### src/rtl/ip_tx_arbiter_if.sv
// ---------------------------------------------------------------------------
// ip_tx_arbiter_if
// Bundle of every handshake/bus signal around the IP transmit arbiter: the
// S_COUNT packed source-side IP header + payload streams (s_*) and the single
// shared downstream IP header + payload stream (m_*).
//
// Handshake rule for every valid/ready pair here: a transfer happens on a
// rising clk edge where both valid and ready are 1; once valid is raised the
// sender holds valid and its data stable until that transfer happens.
//
// Modports:
//   master : the arbiter itself (consumes s_* requests, drives the m_* bus)
//   slave  : the environment (sources driving s_*, IP stack consuming m_*)
//
// Parameters:
//   S_COUNT : number of requesting sources (1..8)
// ---------------------------------------------------------------------------
interface ip_tx_arbiter_if #(
   parameter int S_COUNT = 2
) ();
   // source side
   logic [S_COUNT-1:0]    s_ip_hdr_valid;
   logic [S_COUNT-1:0]    s_ip_hdr_ready;
   logic [6*S_COUNT-1:0]  s_ip_dscp;
   logic [2*S_COUNT-1:0]  s_ip_ecn;
   logic [16*S_COUNT-1:0] s_ip_length;
   logic [8*S_COUNT-1:0]  s_ip_ttl;
   logic [8*S_COUNT-1:0]  s_ip_protocol;
   logic [32*S_COUNT-1:0] s_ip_source_ip;
   logic [32*S_COUNT-1:0] s_ip_dest_ip;
   logic [8*S_COUNT-1:0]  s_ip_payload_axis_tdata;
   logic [S_COUNT-1:0]    s_ip_payload_axis_tvalid;
   logic [S_COUNT-1:0]    s_ip_payload_axis_tready;
   logic [S_COUNT-1:0]    s_ip_payload_axis_tlast;
   logic [S_COUNT-1:0]    s_ip_payload_axis_tuser;

   // shared downstream side
   logic                  m_ip_hdr_valid;
   logic                  m_ip_hdr_ready;
   logic [5:0]            m_ip_dscp;
   logic [1:0]            m_ip_ecn;
   logic [15:0]           m_ip_length;
   logic [7:0]            m_ip_ttl;
   logic [7:0]            m_ip_protocol;
   logic [31:0]           m_ip_source_ip;
   logic [31:0]           m_ip_dest_ip;
   logic [7:0]            m_ip_payload_axis_tdata;
   logic                  m_ip_payload_axis_tvalid;
   logic                  m_ip_payload_axis_tready;
   logic                  m_ip_payload_axis_tlast;
   logic                  m_ip_payload_axis_tuser;

   modport master (
      input  s_ip_hdr_valid, s_ip_dscp, s_ip_ecn, s_ip_length, s_ip_ttl,
             s_ip_protocol, s_ip_source_ip, s_ip_dest_ip,
             s_ip_payload_axis_tdata, s_ip_payload_axis_tvalid,
             s_ip_payload_axis_tlast, s_ip_payload_axis_tuser,
             m_ip_hdr_ready, m_ip_payload_axis_tready,
      output s_ip_hdr_ready, s_ip_payload_axis_tready,
             m_ip_hdr_valid, m_ip_dscp, m_ip_ecn, m_ip_length, m_ip_ttl,
             m_ip_protocol, m_ip_source_ip, m_ip_dest_ip,
             m_ip_payload_axis_tdata, m_ip_payload_axis_tvalid,
             m_ip_payload_axis_tlast, m_ip_payload_axis_tuser
   );

   modport slave (
      output s_ip_hdr_valid, s_ip_dscp, s_ip_ecn, s_ip_length, s_ip_ttl,
             s_ip_protocol, s_ip_source_ip, s_ip_dest_ip,
             s_ip_payload_axis_tdata, s_ip_payload_axis_tvalid,
             s_ip_payload_axis_tlast, s_ip_payload_axis_tuser,
             m_ip_hdr_ready, m_ip_payload_axis_tready,
      input  s_ip_hdr_ready, s_ip_payload_axis_tready,
             m_ip_hdr_valid, m_ip_dscp, m_ip_ecn, m_ip_length, m_ip_ttl,
             m_ip_protocol, m_ip_source_ip, m_ip_dest_ip,
             m_ip_payload_axis_tdata, m_ip_payload_axis_tvalid,
             m_ip_payload_axis_tlast, m_ip_payload_axis_tuser
   );
endinterface

### src/rtl/ip_tx_arbiter.sv
// ---------------------------------------------------------------------------
// ip_tx_arbiter
// Frame-granular round-robin arbiter sharing one IP transmit interface
// (header + 8-bit payload stream) between S_COUNT sources. A source owns the
// downstream bus from header acceptance until its tlast beat is transferred,
// so frames never interleave. The header is registered; the payload is a
// zero-latency combinational mux of the granted source.
//
// Ports:
//   clk, rst   : clock, asynchronous active-high reset
//   bus        : ip_tx_arbiter_if.master (s_* sources, m_* shared bus)
//   grant      : one-hot current owner, 0 when idle
//   busy       : high whenever the FSM is not in IDLE
//   dbg_state  : raw FSM state (0 IDLE, 1 HDR, 2 PAYLOAD, 3 DRAIN)
//
// Build option IP_TX_ARB_TIMEOUT_EN: when defined, a source that stops
// offering payload for TIMEOUT_CYCLES cycles has its frame aborted with one
// synthetic error beat (tdata=0, tlast=1, tuser=1) and the rest of its frame
// is drained and discarded. When undefined a stalled source keeps the grant.
// ---------------------------------------------------------------------------
module ip_tx_arbiter #(
   parameter int S_COUNT = 2
`ifdef IP_TX_ARB_TIMEOUT_EN
   ,
   parameter int TIMEOUT_CYCLES = 1024
`endif
) (
   input  logic               clk,
   input  logic               rst,
   ip_tx_arbiter_if.master    bus,
   output logic [S_COUNT-1:0] grant,
   output logic               busy,
   output logic [1:0]         dbg_state
);

   localparam int PTR_W = (S_COUNT > 1) ? $clog2(S_COUNT) : 1;

   typedef enum logic [1:0] {
      ST_IDLE    = 2'd0,
      ST_HDR     = 2'd1,
`ifdef IP_TX_ARB_TIMEOUT_EN
      ST_PAYLOAD = 2'd2,
      ST_DRAIN   = 2'd3
`else
      ST_PAYLOAD = 2'd2
`endif
   } state_t;

   state_t             state_q, state_d;
   logic [PTR_W-1:0]   ptr_q, ptr_d;
   logic [PTR_W-1:0]   sel_q, sel_d;
   logic [S_COUNT-1:0] grant_q, grant_d;
   logic               hdr_valid_q, hdr_valid_d;
   logic [5:0]         dscp_q, dscp_d;
   logic [1:0]         ecn_q, ecn_d;
   logic [15:0]        length_q, length_d;
   logic [7:0]         ttl_q, ttl_d;
   logic [7:0]         protocol_q, protocol_d;
   logic [31:0]        source_ip_q, source_ip_d;
   logic [31:0]        dest_ip_q, dest_ip_d;

`ifdef IP_TX_ARB_TIMEOUT_EN
   localparam int CNT_W = $clog2(TIMEOUT_CYCLES + 1);
   logic [CNT_W-1:0]   cnt_q, cnt_d;
`endif

   // round-robin search results
   logic [PTR_W:0]     cand;
   logic               found;
   logic [PTR_W-1:0]   pick;
   logic [PTR_W-1:0]   ptr_next;

   // granted source payload and combinational outputs
   logic [7:0]         src_tdata;
   logic               src_tvalid, src_tlast, src_tuser;
   logic [S_COUNT-1:0] hdr_ready_c, tready_c;
   logic [7:0]         m_tdata_c;
   logic               m_tvalid_c, m_tlast_c, m_tuser_c;

   assign src_tdata  = bus.s_ip_payload_axis_tdata[8*sel_q +: 8];
   assign src_tvalid = bus.s_ip_payload_axis_tvalid[sel_q];
   assign src_tlast  = bus.s_ip_payload_axis_tlast[sel_q];
   assign src_tuser  = bus.s_ip_payload_axis_tuser[sel_q];

   // pointer moves to the source after the one that just finished
   assign ptr_next = (sel_q == PTR_W'(S_COUNT - 1)) ? '0 : sel_q + 1'b1;

   // first valid header request at or above the pointer, wrapping around
   always_comb begin
      found = 1'b0;
      pick  = '0;
      cand  = '0;
      for (int i = 0; i < S_COUNT; i++) begin
         cand = {1'b0, ptr_q} + (PTR_W+1)'(i);
         if (cand >= (PTR_W+1)'(S_COUNT)) begin
            cand = cand - (PTR_W+1)'(S_COUNT);
         end
         if (!found && bus.s_ip_hdr_valid[cand[PTR_W-1:0]]) begin
            found = 1'b1;
            pick  = cand[PTR_W-1:0];
         end
      end
   end

   always_comb begin
      state_d     = state_q;
      ptr_d       = ptr_q;
      sel_d       = sel_q;
      grant_d     = grant_q;
      hdr_valid_d = hdr_valid_q;
      dscp_d      = dscp_q;
      ecn_d       = ecn_q;
      length_d    = length_q;
      ttl_d       = ttl_q;
      protocol_d  = protocol_q;
      source_ip_d = source_ip_q;
      dest_ip_d   = dest_ip_q;
      hdr_ready_c = '0;
      tready_c    = '0;
      m_tdata_c   = 8'd0;
      m_tvalid_c  = 1'b0;
      m_tlast_c   = 1'b0;
      m_tuser_c   = 1'b0;
`ifdef IP_TX_ARB_TIMEOUT_EN
      cnt_d       = cnt_q;
`endif

      case (state_q)
         ST_IDLE: begin
`ifdef IP_TX_ARB_TIMEOUT_EN
            cnt_d = '0;
`endif
            if (found) begin
               hdr_ready_c[pick] = 1'b1;
               sel_d             = pick;
               grant_d           = '0;
               grant_d[pick]     = 1'b1;
               hdr_valid_d       = 1'b1;
               dscp_d            = bus.s_ip_dscp[6*pick +: 6];
               ecn_d             = bus.s_ip_ecn[2*pick +: 2];
               length_d          = bus.s_ip_length[16*pick +: 16];
               ttl_d             = bus.s_ip_ttl[8*pick +: 8];
               protocol_d        = bus.s_ip_protocol[8*pick +: 8];
               source_ip_d       = bus.s_ip_source_ip[32*pick +: 32];
               dest_ip_d         = bus.s_ip_dest_ip[32*pick +: 32];
               state_d           = ST_HDR;
            end
         end

         ST_HDR: begin
            if (bus.m_ip_hdr_ready) begin
               hdr_valid_d = 1'b0;
               state_d     = ST_PAYLOAD;
            end
         end

         ST_PAYLOAD: begin
`ifdef IP_TX_ARB_TIMEOUT_EN
            if (cnt_q == CNT_W'(TIMEOUT_CYCLES)) begin
               // source went silent too long: close the frame with an error beat
               m_tvalid_c = 1'b1;
               m_tlast_c  = 1'b1;
               m_tuser_c  = 1'b1;
               if (bus.m_ip_payload_axis_tready) begin
                  cnt_d   = '0;
                  state_d = ST_DRAIN;
               end
            end else begin
               // only cycles where the source offers nothing count; a
               // downstream stall with data pending clears the counter
               cnt_d = src_tvalid ? '0 : cnt_q + 1'b1;
`endif
               m_tdata_c        = src_tdata;
               m_tvalid_c       = src_tvalid;
               m_tlast_c        = src_tlast;
               m_tuser_c        = src_tuser;
               tready_c[sel_q]  = bus.m_ip_payload_axis_tready;
               if (src_tvalid && src_tlast && bus.m_ip_payload_axis_tready) begin
                  ptr_d   = ptr_next;
                  grant_d = '0;
                  state_d = ST_IDLE;
               end
`ifdef IP_TX_ARB_TIMEOUT_EN
            end
`endif
         end

`ifdef IP_TX_ARB_TIMEOUT_EN
         ST_DRAIN: begin
            // swallow the aborted frame's remaining beats, m side stays quiet
            tready_c[sel_q] = 1'b1;
            if (src_tvalid && src_tlast) begin
               ptr_d   = ptr_next;
               grant_d = '0;
               state_d = ST_IDLE;
            end
         end
`endif

         default: begin
            state_d = ST_IDLE;
         end
      endcase
   end

   always_ff @(posedge clk or posedge rst) begin
      if (rst) begin
         state_q     <= ST_IDLE;
         ptr_q       <= '0;
         sel_q       <= '0;
         grant_q     <= '0;
         hdr_valid_q <= 1'b0;
         dscp_q      <= '0;
         ecn_q       <= '0;
         length_q    <= '0;
         ttl_q       <= '0;
         protocol_q  <= '0;
         source_ip_q <= '0;
         dest_ip_q   <= '0;
`ifdef IP_TX_ARB_TIMEOUT_EN
         cnt_q       <= '0;
`endif
      end else begin
         state_q     <= state_d;
         ptr_q       <= ptr_d;
         sel_q       <= sel_d;
         grant_q     <= grant_d;
         hdr_valid_q <= hdr_valid_d;
         dscp_q      <= dscp_d;
         ecn_q       <= ecn_d;
         length_q    <= length_d;
         ttl_q       <= ttl_d;
         protocol_q  <= protocol_d;
         source_ip_q <= source_ip_d;
         dest_ip_q   <= dest_ip_d;
`ifdef IP_TX_ARB_TIMEOUT_EN
         cnt_q       <= cnt_d;
`endif
      end
   end

   // the accept pulse is combinational from hdr_valid, so it is masked while
   // reset is held to keep every output at zero
   assign bus.s_ip_hdr_ready           = hdr_ready_c & ~{S_COUNT{rst}};
   assign bus.s_ip_payload_axis_tready = tready_c;

   assign bus.m_ip_hdr_valid           = hdr_valid_q;
   assign bus.m_ip_dscp                = dscp_q;
   assign bus.m_ip_ecn                 = ecn_q;
   assign bus.m_ip_length              = length_q;
   assign bus.m_ip_ttl                 = ttl_q;
   assign bus.m_ip_protocol            = protocol_q;
   assign bus.m_ip_source_ip           = source_ip_q;
   assign bus.m_ip_dest_ip             = dest_ip_q;
   assign bus.m_ip_payload_axis_tdata  = m_tdata_c;
   assign bus.m_ip_payload_axis_tvalid = m_tvalid_c;
   assign bus.m_ip_payload_axis_tlast  = m_tlast_c;
   assign bus.m_ip_payload_axis_tuser  = m_tuser_c;

   assign grant     = grant_q;
   assign busy      = (state_q != ST_IDLE);
   assign dbg_state = state_q;

endmodule

### src/flat_wrapper.sv
// flat-port wrapper written by rule: the top's interface ports become plain ports
module ip_tx_arbiter_flat 
#(
   parameter int S_COUNT = 2

)
  (clk, rst, grant, busy, dbg_state, bus_s_ip_hdr_valid, bus_s_ip_dscp, bus_s_ip_ecn, bus_s_ip_length, bus_s_ip_ttl, bus_s_ip_protocol, bus_s_ip_source_ip, bus_s_ip_dest_ip, bus_s_ip_payload_axis_tdata, bus_s_ip_payload_axis_tvalid, bus_s_ip_payload_axis_tlast, bus_s_ip_payload_axis_tuser, bus_m_ip_hdr_ready, bus_m_ip_payload_axis_tready, bus_s_ip_hdr_ready, bus_s_ip_payload_axis_tready, bus_m_ip_hdr_valid, bus_m_ip_dscp, bus_m_ip_ecn, bus_m_ip_length, bus_m_ip_ttl, bus_m_ip_protocol, bus_m_ip_source_ip, bus_m_ip_dest_ip, bus_m_ip_payload_axis_tdata, bus_m_ip_payload_axis_tvalid, bus_m_ip_payload_axis_tlast, bus_m_ip_payload_axis_tuser);
  ip_tx_arbiter_if #(.S_COUNT(S_COUNT)) bus_i ();
  input  logic clk;
  input  logic rst;
  output logic [S_COUNT-1:0] grant;
  output logic busy;
  output logic [1:0] dbg_state;
  input wire logic [$bits(bus_i.s_ip_hdr_valid)-1:0] bus_s_ip_hdr_valid;
  input wire logic [$bits(bus_i.s_ip_dscp)-1:0] bus_s_ip_dscp;
  input wire logic [$bits(bus_i.s_ip_ecn)-1:0] bus_s_ip_ecn;
  input wire logic [$bits(bus_i.s_ip_length)-1:0] bus_s_ip_length;
  input wire logic [$bits(bus_i.s_ip_ttl)-1:0] bus_s_ip_ttl;
  input wire logic [$bits(bus_i.s_ip_protocol)-1:0] bus_s_ip_protocol;
  input wire logic [$bits(bus_i.s_ip_source_ip)-1:0] bus_s_ip_source_ip;
  input wire logic [$bits(bus_i.s_ip_dest_ip)-1:0] bus_s_ip_dest_ip;
  input wire logic [$bits(bus_i.s_ip_payload_axis_tdata)-1:0] bus_s_ip_payload_axis_tdata;
  input wire logic [$bits(bus_i.s_ip_payload_axis_tvalid)-1:0] bus_s_ip_payload_axis_tvalid;
  input wire logic [$bits(bus_i.s_ip_payload_axis_tlast)-1:0] bus_s_ip_payload_axis_tlast;
  input wire logic [$bits(bus_i.s_ip_payload_axis_tuser)-1:0] bus_s_ip_payload_axis_tuser;
  input wire logic [$bits(bus_i.m_ip_hdr_ready)-1:0] bus_m_ip_hdr_ready;
  input wire logic [$bits(bus_i.m_ip_payload_axis_tready)-1:0] bus_m_ip_payload_axis_tready;
  output wire logic [$bits(bus_i.s_ip_hdr_ready)-1:0] bus_s_ip_hdr_ready;
  output wire logic [$bits(bus_i.s_ip_payload_axis_tready)-1:0] bus_s_ip_payload_axis_tready;
  output wire logic [$bits(bus_i.m_ip_hdr_valid)-1:0] bus_m_ip_hdr_valid;
  output wire logic [$bits(bus_i.m_ip_dscp)-1:0] bus_m_ip_dscp;
  output wire logic [$bits(bus_i.m_ip_ecn)-1:0] bus_m_ip_ecn;
  output wire logic [$bits(bus_i.m_ip_length)-1:0] bus_m_ip_length;
  output wire logic [$bits(bus_i.m_ip_ttl)-1:0] bus_m_ip_ttl;
  output wire logic [$bits(bus_i.m_ip_protocol)-1:0] bus_m_ip_protocol;
  output wire logic [$bits(bus_i.m_ip_source_ip)-1:0] bus_m_ip_source_ip;
  output wire logic [$bits(bus_i.m_ip_dest_ip)-1:0] bus_m_ip_dest_ip;
  output wire logic [$bits(bus_i.m_ip_payload_axis_tdata)-1:0] bus_m_ip_payload_axis_tdata;
  output wire logic [$bits(bus_i.m_ip_payload_axis_tvalid)-1:0] bus_m_ip_payload_axis_tvalid;
  output wire logic [$bits(bus_i.m_ip_payload_axis_tlast)-1:0] bus_m_ip_payload_axis_tlast;
  output wire logic [$bits(bus_i.m_ip_payload_axis_tuser)-1:0] bus_m_ip_payload_axis_tuser;
  assign bus_i.s_ip_hdr_valid = bus_s_ip_hdr_valid;
  assign bus_i.s_ip_dscp = bus_s_ip_dscp;
  assign bus_i.s_ip_ecn = bus_s_ip_ecn;
  assign bus_i.s_ip_length = bus_s_ip_length;
  assign bus_i.s_ip_ttl = bus_s_ip_ttl;
  assign bus_i.s_ip_protocol = bus_s_ip_protocol;
  assign bus_i.s_ip_source_ip = bus_s_ip_source_ip;
  assign bus_i.s_ip_dest_ip = bus_s_ip_dest_ip;
  assign bus_i.s_ip_payload_axis_tdata = bus_s_ip_payload_axis_tdata;
  assign bus_i.s_ip_payload_axis_tvalid = bus_s_ip_payload_axis_tvalid;
  assign bus_i.s_ip_payload_axis_tlast = bus_s_ip_payload_axis_tlast;
  assign bus_i.s_ip_payload_axis_tuser = bus_s_ip_payload_axis_tuser;
  assign bus_i.m_ip_hdr_ready = bus_m_ip_hdr_ready;
  assign bus_i.m_ip_payload_axis_tready = bus_m_ip_payload_axis_tready;
  assign bus_s_ip_hdr_ready = bus_i.s_ip_hdr_ready;
  assign bus_s_ip_payload_axis_tready = bus_i.s_ip_payload_axis_tready;
  assign bus_m_ip_hdr_valid = bus_i.m_ip_hdr_valid;
  assign bus_m_ip_dscp = bus_i.m_ip_dscp;
  assign bus_m_ip_ecn = bus_i.m_ip_ecn;
  assign bus_m_ip_length = bus_i.m_ip_length;
  assign bus_m_ip_ttl = bus_i.m_ip_ttl;
  assign bus_m_ip_protocol = bus_i.m_ip_protocol;
  assign bus_m_ip_source_ip = bus_i.m_ip_source_ip;
  assign bus_m_ip_dest_ip = bus_i.m_ip_dest_ip;
  assign bus_m_ip_payload_axis_tdata = bus_i.m_ip_payload_axis_tdata;
  assign bus_m_ip_payload_axis_tvalid = bus_i.m_ip_payload_axis_tvalid;
  assign bus_m_ip_payload_axis_tlast = bus_i.m_ip_payload_axis_tlast;
  assign bus_m_ip_payload_axis_tuser = bus_i.m_ip_payload_axis_tuser;
  ip_tx_arbiter #(.S_COUNT(S_COUNT)) u_core (.clk(clk), .rst(rst), .bus(bus_i), .grant(grant), .busy(busy), .dbg_state(dbg_state));
endmodule
### config.mk
export PLATFORM = sky130hd
export DESIGN_NAME = ip_tx_arbiter_flat
export DESIGN_NICKNAME = d
export VERILOG_FILES = /design/src/rtl/ip_tx_arbiter_if.sv /design/src/rtl/ip_tx_arbiter.sv /design/src/flat_wrapper.sv
export SDC_FILE = /design/constraint.sdc
export NUM_CORES = 1
export LEC_CHECK = 0
export BUFFER_PORTS_ARGS = -buffer_cell sky130_fd_sc_hd__buf_2
export CORE_AREA = 2 2 140 142
export CTS_BUF_LIST = sky130_fd_sc_hd__clkbuf_8
export DETAILED_ROUTE_END_ITERATION = 8
export DIE_AREA = 0 0 142 144
export GPL_ROUTABILITY_DRIVEN = 0
export PLACE_DENSITY = 0.73
export SYNTH_ARGS = -nofsm -noshare
export SYNTH_HDL_FRONTEND = slang
export SYNTH_SLANG_ARGS = --single-unit
### constraint.sdc
create_clock -name clk -period 2.8 [get_ports clk]
set_input_delay 0.14 -clock clk [delete_from_list [all_inputs] [get_ports clk]]
set_output_delay 0.14 -clock clk [all_outputs]
set_load 0.02 [all_outputs]
# --- Word-level counts from Yosys, hierarchy flattened ---
# Index checks and enable logic that the tools add are counted.
totals:
  reg_bits: 111
  inputBits: 236
  output_inout_bits: 125
  elab_cells: 93
op_classes:
  addsub: 4
  mul: 1
  order_cmp: 8
  eq_ne: 5
  shifts: 8
  n_mux: 37
  bitwise_logic: 3
  reduce_logical: 15
ops:
  columns: ["cell", "count"]
  rows:
  - ["variable part select 64 x 7 -> 32 bit", 2]
  - ["variable part select 16 x 5 -> 8 bit", 3]
  - ["variable part select 32 x 6 -> 16 bit", 1]
  - ["2-to-1 mux 1 bit", 24]
  - ["2-to-1 mux 2 bit", 7]
  - ["variable part select 12 x 5 -> 6 bit", 1]
  - ["AND reduction 3 bit", 3]
  - ["< comparator 1 x 2 -> 1 bit, second input constant", 4]
  - ["2-to-1 mux 8 bit", 1]
  - ["case mux 2 bit (3 select lines)", 1]
  - ["nonzero test 2 bit", 3]
  - ["logical AND 1 bit", 5]
  - ["AND 2 bit", 2]
  - ["inequality test 2 x 1 -> 1 bit, second input constant", 2]
  - ["case mux 2 bit (2 select lines)", 1]
  - ["AND reduction 2 bit", 2]
  - ["variable part select 4 x 3 -> 2 bit", 1]
  - ["multiplier 2 x 1 -> 3 bit, first input constant", 1]
  - ["adder 1 x 1 -> 2 bit, second input constant", 1]
  - ["demux 1 bit (select 1 bit)", 2]
  - ["== test 2 x 1 -> 1 bit, second input constant", 1]
  - ["== test 2 bit, second input constant", 1]
  - ["greater-or-equal comparator 1 bit, second input constant", 2]
  - ["greater-or-equal comparator 1 x 2 -> 1 bit, second input constant", 1]
  - ["8 further kinds", 9]

# --- Depth between registers and ports, before layout ---
depth:
  ltp_word: 15
  mapped_depth: 6
  mapped_depth_nobuf: 4

# --- Worst setup path before layout ---
# No wires, ideal clock.
synth_path:
  kind: "reg2out"
  startpoint: "register u_core.state_q[0] (netlist: u_core.dbg_state[0])"
  endpoint: "output port bus_s_ip_hdr_ready[1]"
  arrival_time_ps: 1526
  path_slack_ps: 1134
  stages_incl_launch_ff: 4
  path_buffers: 0
  cell_sequence: "dfrtp_1 nor2_4 inv_2 nor4_1"
synth_via:
  elab_chain_cells: 3
synth_lines:
  columns: ["item", "line_no", "rtl"]
  rows:
  - ["start: declaration", "ip_tx_arbiter.sv:49", "state_t state_q, state_d;"]
  - ["start signal: assignment", "ip_tx_arbiter.sv:224", "state_q <= state_d;"]
  - ["zero test 2 bit", "ip_tx_arbiter.sv:128", "case (state_q)"]
  - ["2-to-1 mux 2 bit", "ip_tx_arbiter.sv:128", null]
  - ["AND 2 bit", "ip_tx_arbiter.sv:244", "assign bus.s_ip_hdr_ready = hdr_ready_c & ~{S_COUNT{rst}};"]
  - ["end: declaration", "flat_wrapper.sv:28", "output wire logic [$bits(bus_i.s_ip_hdr_ready)-1:0] bus_s_ip_hdr_ready;"]
# Every way passes these cells.

# --- Final worst setup path ---
layout_path:
  startpoint: "register u_core.state_q[0] (netlist: u_core.dbg_state[0])"
  endpoint: "register u_core.protocol_q[1] (netlist: u_core.bus.m_ip_protocol[1])"
layout_via:
  elab_chain_cells: 2
layout_lines:
  columns: ["item", "line_no", "rtl"]
  rows:
  - ["zero test 2 bit", "ip_tx_arbiter.sv:128", null]
  - ["AND reduction 2 bit (no source line)", null, null]
  - ["end signal: assignment", "ip_tx_arbiter.sv:233", "protocol_q <= protocol_d;"]
  - ["end: declaration", "ip_tx_arbiter.sv:58", "logic [7:0] protocol_q, protocol_d;"]
# Every way passes these cells.
# A chain may end at the register's enable or synchronous reset.

==> results summary <==
The flow ran to the end, and the final reports show no timing, DRC or antenna violations. The highest clock rate is slightly below 400 MHz. The synthesized-area fraction occupied by xor and xnor cells came out at 0%. The port buffer count is 360. The buffer levels on the longest clock path is 2.

The I/O pin total came out at approximately 360. After detailed routing, the number of remaining DRC violations is 0. The startpoint identified for the worst register-to-register timing path is u_core.dbg_state[0]. The summed area of non-filler cells in the final layout is ~9300 um^2. The cell count after placement is approximately 1,100. The number of iterations in the first detailed-routing pass came out at 5. In this run the biggest area consumer among cell types represents about 50% of the synthesized area. Across the routed clock network, the largest skew measured is 0.0189 ns. Row generation in the floorplan step produced 51 rows.

Of the total synthesized cell area, the portion taken by AND, OR, NAND and NOR gates is 8.98%. The critical path goes through nor2_4 -> buf_4 -> a21boi_0 -> a221o_1 -> dlygate4sd3_1. The adder and majority gate portion of the synthesized area came out at 0%. For this configuration, the core starts out at a cell density of 29.2%. The tightest min-delay check is of the input port to register type. The initial antenna violation count came to 1. The transition time at the pin with the least slew margin is between 0.7 and 0.8 ns. The number of different library cells used by synthesis comes to 28. Among all stages on the critical path, the largest delay is contributed by dlygate4sd3_1. By area, the combinational part of the netlist is dominated by compound AO/OA/AOI/OAI gates. The number of buffers and inverters on the critical path came out at 2. In this run the cell area measured after placement is approximately 7500 um^2. The placed wire-length estimate after detailed placement is roughly 14 mm. At the worst endpoint, the required time is approximately 3 ns. In the routed layout, each cell is associated on average with a via count of 5.20.

The floorplan step defined a core boundary enclosing roughly 19,000 um^2. The final layout net count came out at roughly 1,200. The cell count after synthesis came out at about 530. After clock tree synthesis, the clock-pin slew on the worst setup and hold paths is around 0.12 ns. The startpoint identified for the worst hold timing path is bus_s_ip_dest_ip[48]. The aggregate routed wire length came out at 22.5 mm. In this run the tightest slew margin relative to its limit is between 50 and 60%.

The worst reg-to-reg setup slack came out at approximately 0.28 ns. The post-route core utilization is 48.7%. The count of H-tree levels built during CTS came out at 3. The number of violations of the max-capacitance limit came out at 0.

The number of flip-flops and latches in the synthesized netlist came out at roughly 110. The buffers inserted during post-CTS setup optimization is 0. Sequential elements use roughly half of the synthesized area.

The first global-routing pass estimated around 34 mm of wire. Leaving out fill and tap cells, the most frequent cell in the layout is buf_2. The height of the chip is ~140 um. The setup TNS is 0 ns. The first element of the critical path is u_core.dbg_state[0]. The synthesized netlist devotes 32.7% of its cell area to compound gates. The number of warnings printed during yosys synthesis is 0. The number of clock buffers inserted by TritonCTS came out at 9. The remaining number of nets flagged by the antenna check after routing is 0. After filler insertion, the fill cell instance count of the layout stands at between 1,500 and 2,000. The worst-case vdd ir drop is between 400 and 500 uV. Yosys attributes the largest share of cell area to dfrtp_1 50%, a221o_1 11%, a21boi_0 8.3%. The cell area that synthesis handed to floorplanning was between 5000 and 6000 um^2. The tree is rooted in a clkbuf_8. The biggest fanout along the worst timing path is between 60 and 70.

The average wire per standard cell came out at 18.0 um. The largest total area in the synthesized netlist belongs to dfrtp_1. The post-synthesis average cell area is roughly 11 um^2.

The max-slew violation count is 0. The leakage component of the power is about 0.0044 uW. The final-report setup violation count came out at 0. The worst setup path is launched from a register. The worst path arrival time is ~2.8 ns. The class of the most critical setup path is register to register. The minimum clock period after layout came out at around 2.5 ns. Setup repair after global routing left no endpoint under its margin. The power density over the cells is 1030 nW/um^2. Dividing the final minimum period by the clock period gives about nine tenths.

The via count of the first global-routing pass came out at roughly 6,500. The die area is slightly above 20,000 um^2. The worst setup path is captured at a register.

The total number of vias is roughly 6,500. In this design, the largest share of critical-path delay is due to buffers and inverters. Entering global routing, the biggest net connects just under 90 pins.

TritonCTS built the clock tree. The violation count after the first detailed-routing iteration came out at ~370. The final count of hold timing violations is 0. The total nets after synthesis is about 760. In the layout the commonest cells are 360 x buf_2, 160 x dlygate4sd3_1, 111 x dfrtp_1.

Measured along the x axis, the die boundary spans roughly 140 um. The global route total overflow is 0. The post-layout instance count excluding filler cells came out at 1,252.

The worst-skew pair later-pin latency is 0.38 ns. The combined global-route utilization of all metal layers came out at a little over a fifth. The post-synthesis mux area share is between 1.5 and 2%. From synthesis to final layout, the design area changed by 66.5%.

The total number of clock tree sinks is 111. The delay contributed by the slowest stage of the critical path is approximately 0.58 ns. Of the cells placed in the final design, the portion with a size suffix greater than 1 is between 30% and 40%.
timing repair:
| action | CTS | global route |
|---|---|---|
| endpoints found under the hold margin | 109 | 0 |
| resized for setup | 0 | 0 |
| hold buffers | 160 | 0 |
synthesized netlist by cell type, drive strengths merged:
cell    number
a21boi      62
a21o         1
a21oi       44
a221o       61
a31oi       43
and3         1
buf         28
clkbuf      34
dfrtp      111
inv          5
mux2i       11
nand2        6
nand2b       1
nand3        2
nand3b      46
nor2        18
nor2b        1
nor3         1
nor4         1
o21ai       47
o21bai       1
o22ai        1
or2          1
per-layer routing:
metal / up-vias / global-route usage, % / part of all wire [%]
met5: - / 0 / 0
met4: 0 / 9.26 / 2.9
met3: 53 / 4.90 / 8.0
met2: 362 / 36.9 / 50
met1: 3107 / 24.5 / 39
li1: 2984 / - / -
worst register-to-register path, cell delays in order, from the launching register on:
cell	delay, ns
dfrtp_1	0.47
nor2_4	0.17
buf_4	0.56
a21boi_0	0.29
a221o_1	0.32
dlygate4sd3_1	0.58
registers in the layout, indices dropped and copies added (netlist names):
register	count
u_core.bus.m_ip_dest_ip	32
u_core.bus.m_ip_dscp	6
u_core.bus.m_ip_ecn	2
u_core.bus.m_ip_hdr_valid	1
u_core.bus.m_ip_length	16
u_core.bus.m_ip_protocol	8
u_core.bus.m_ip_source_ip	32
u_core.bus.m_ip_ttl	8
u_core.dbg_state	2
u_core.grant	2
u_core.ptr_q	1
u_core.sel_q	1
kinds of logic after synthesis:
kind of cell | count (synthesis)
mux | 11
flops | 111
simple gates | 78
buf+inv | 67
compound gates | 260
metrics by stage:
step	hold WS, ns	total power [uW]	worst slack, ns
floorplan	0.285	5890	1.13
global placement	0.299	7270	1.04
detailed placement	0.306	7390	0.977
CTS	0.00000464	9450	0.422
global route	0.00941	10100	0.214
finish	0.0286	9520	0.283
report_power, final:
group / switching [uW] / internal [uW]
logic: 2970 / 2590
registers: 522 / 2390
clock network: 598 / 445
total: 4090 / 5430
final cells by class:
cell class	instances	area (um^2)	area share [%]
inverter	5	22.5	0.243
antenna	1	2.50	0.0270
multi-input combinational	349	2450	26.3
timing repair buffer	532	3530	38.0
clock inverter	6	68.8	0.741
sequential	111	2780	29.9
tap	238	298	3.21
clock buffer	10	138	1.48
worst paths after layout:
| check | endpoint | depth (start not counted) |
|---|---|---|
| min in group asynchronous | u_core.bus.m_ip_dest_ip[29] | 3 |
| setup reg to reg | u_core.bus.m_ip_protocol[1] | 5 |
| max in group asynchronous | u_core.bus.m_ip_length[6] | 4 |
| setup / recovery | u_core.bus.m_ip_protocol[1] | 5 |
| hold reg to reg | u_core.bus.m_ip_hdr_valid | 2 |
| hold / removal | u_core.bus.m_ip_dest_ip[16] | 3 |
(Power assumes the default switching activity.)
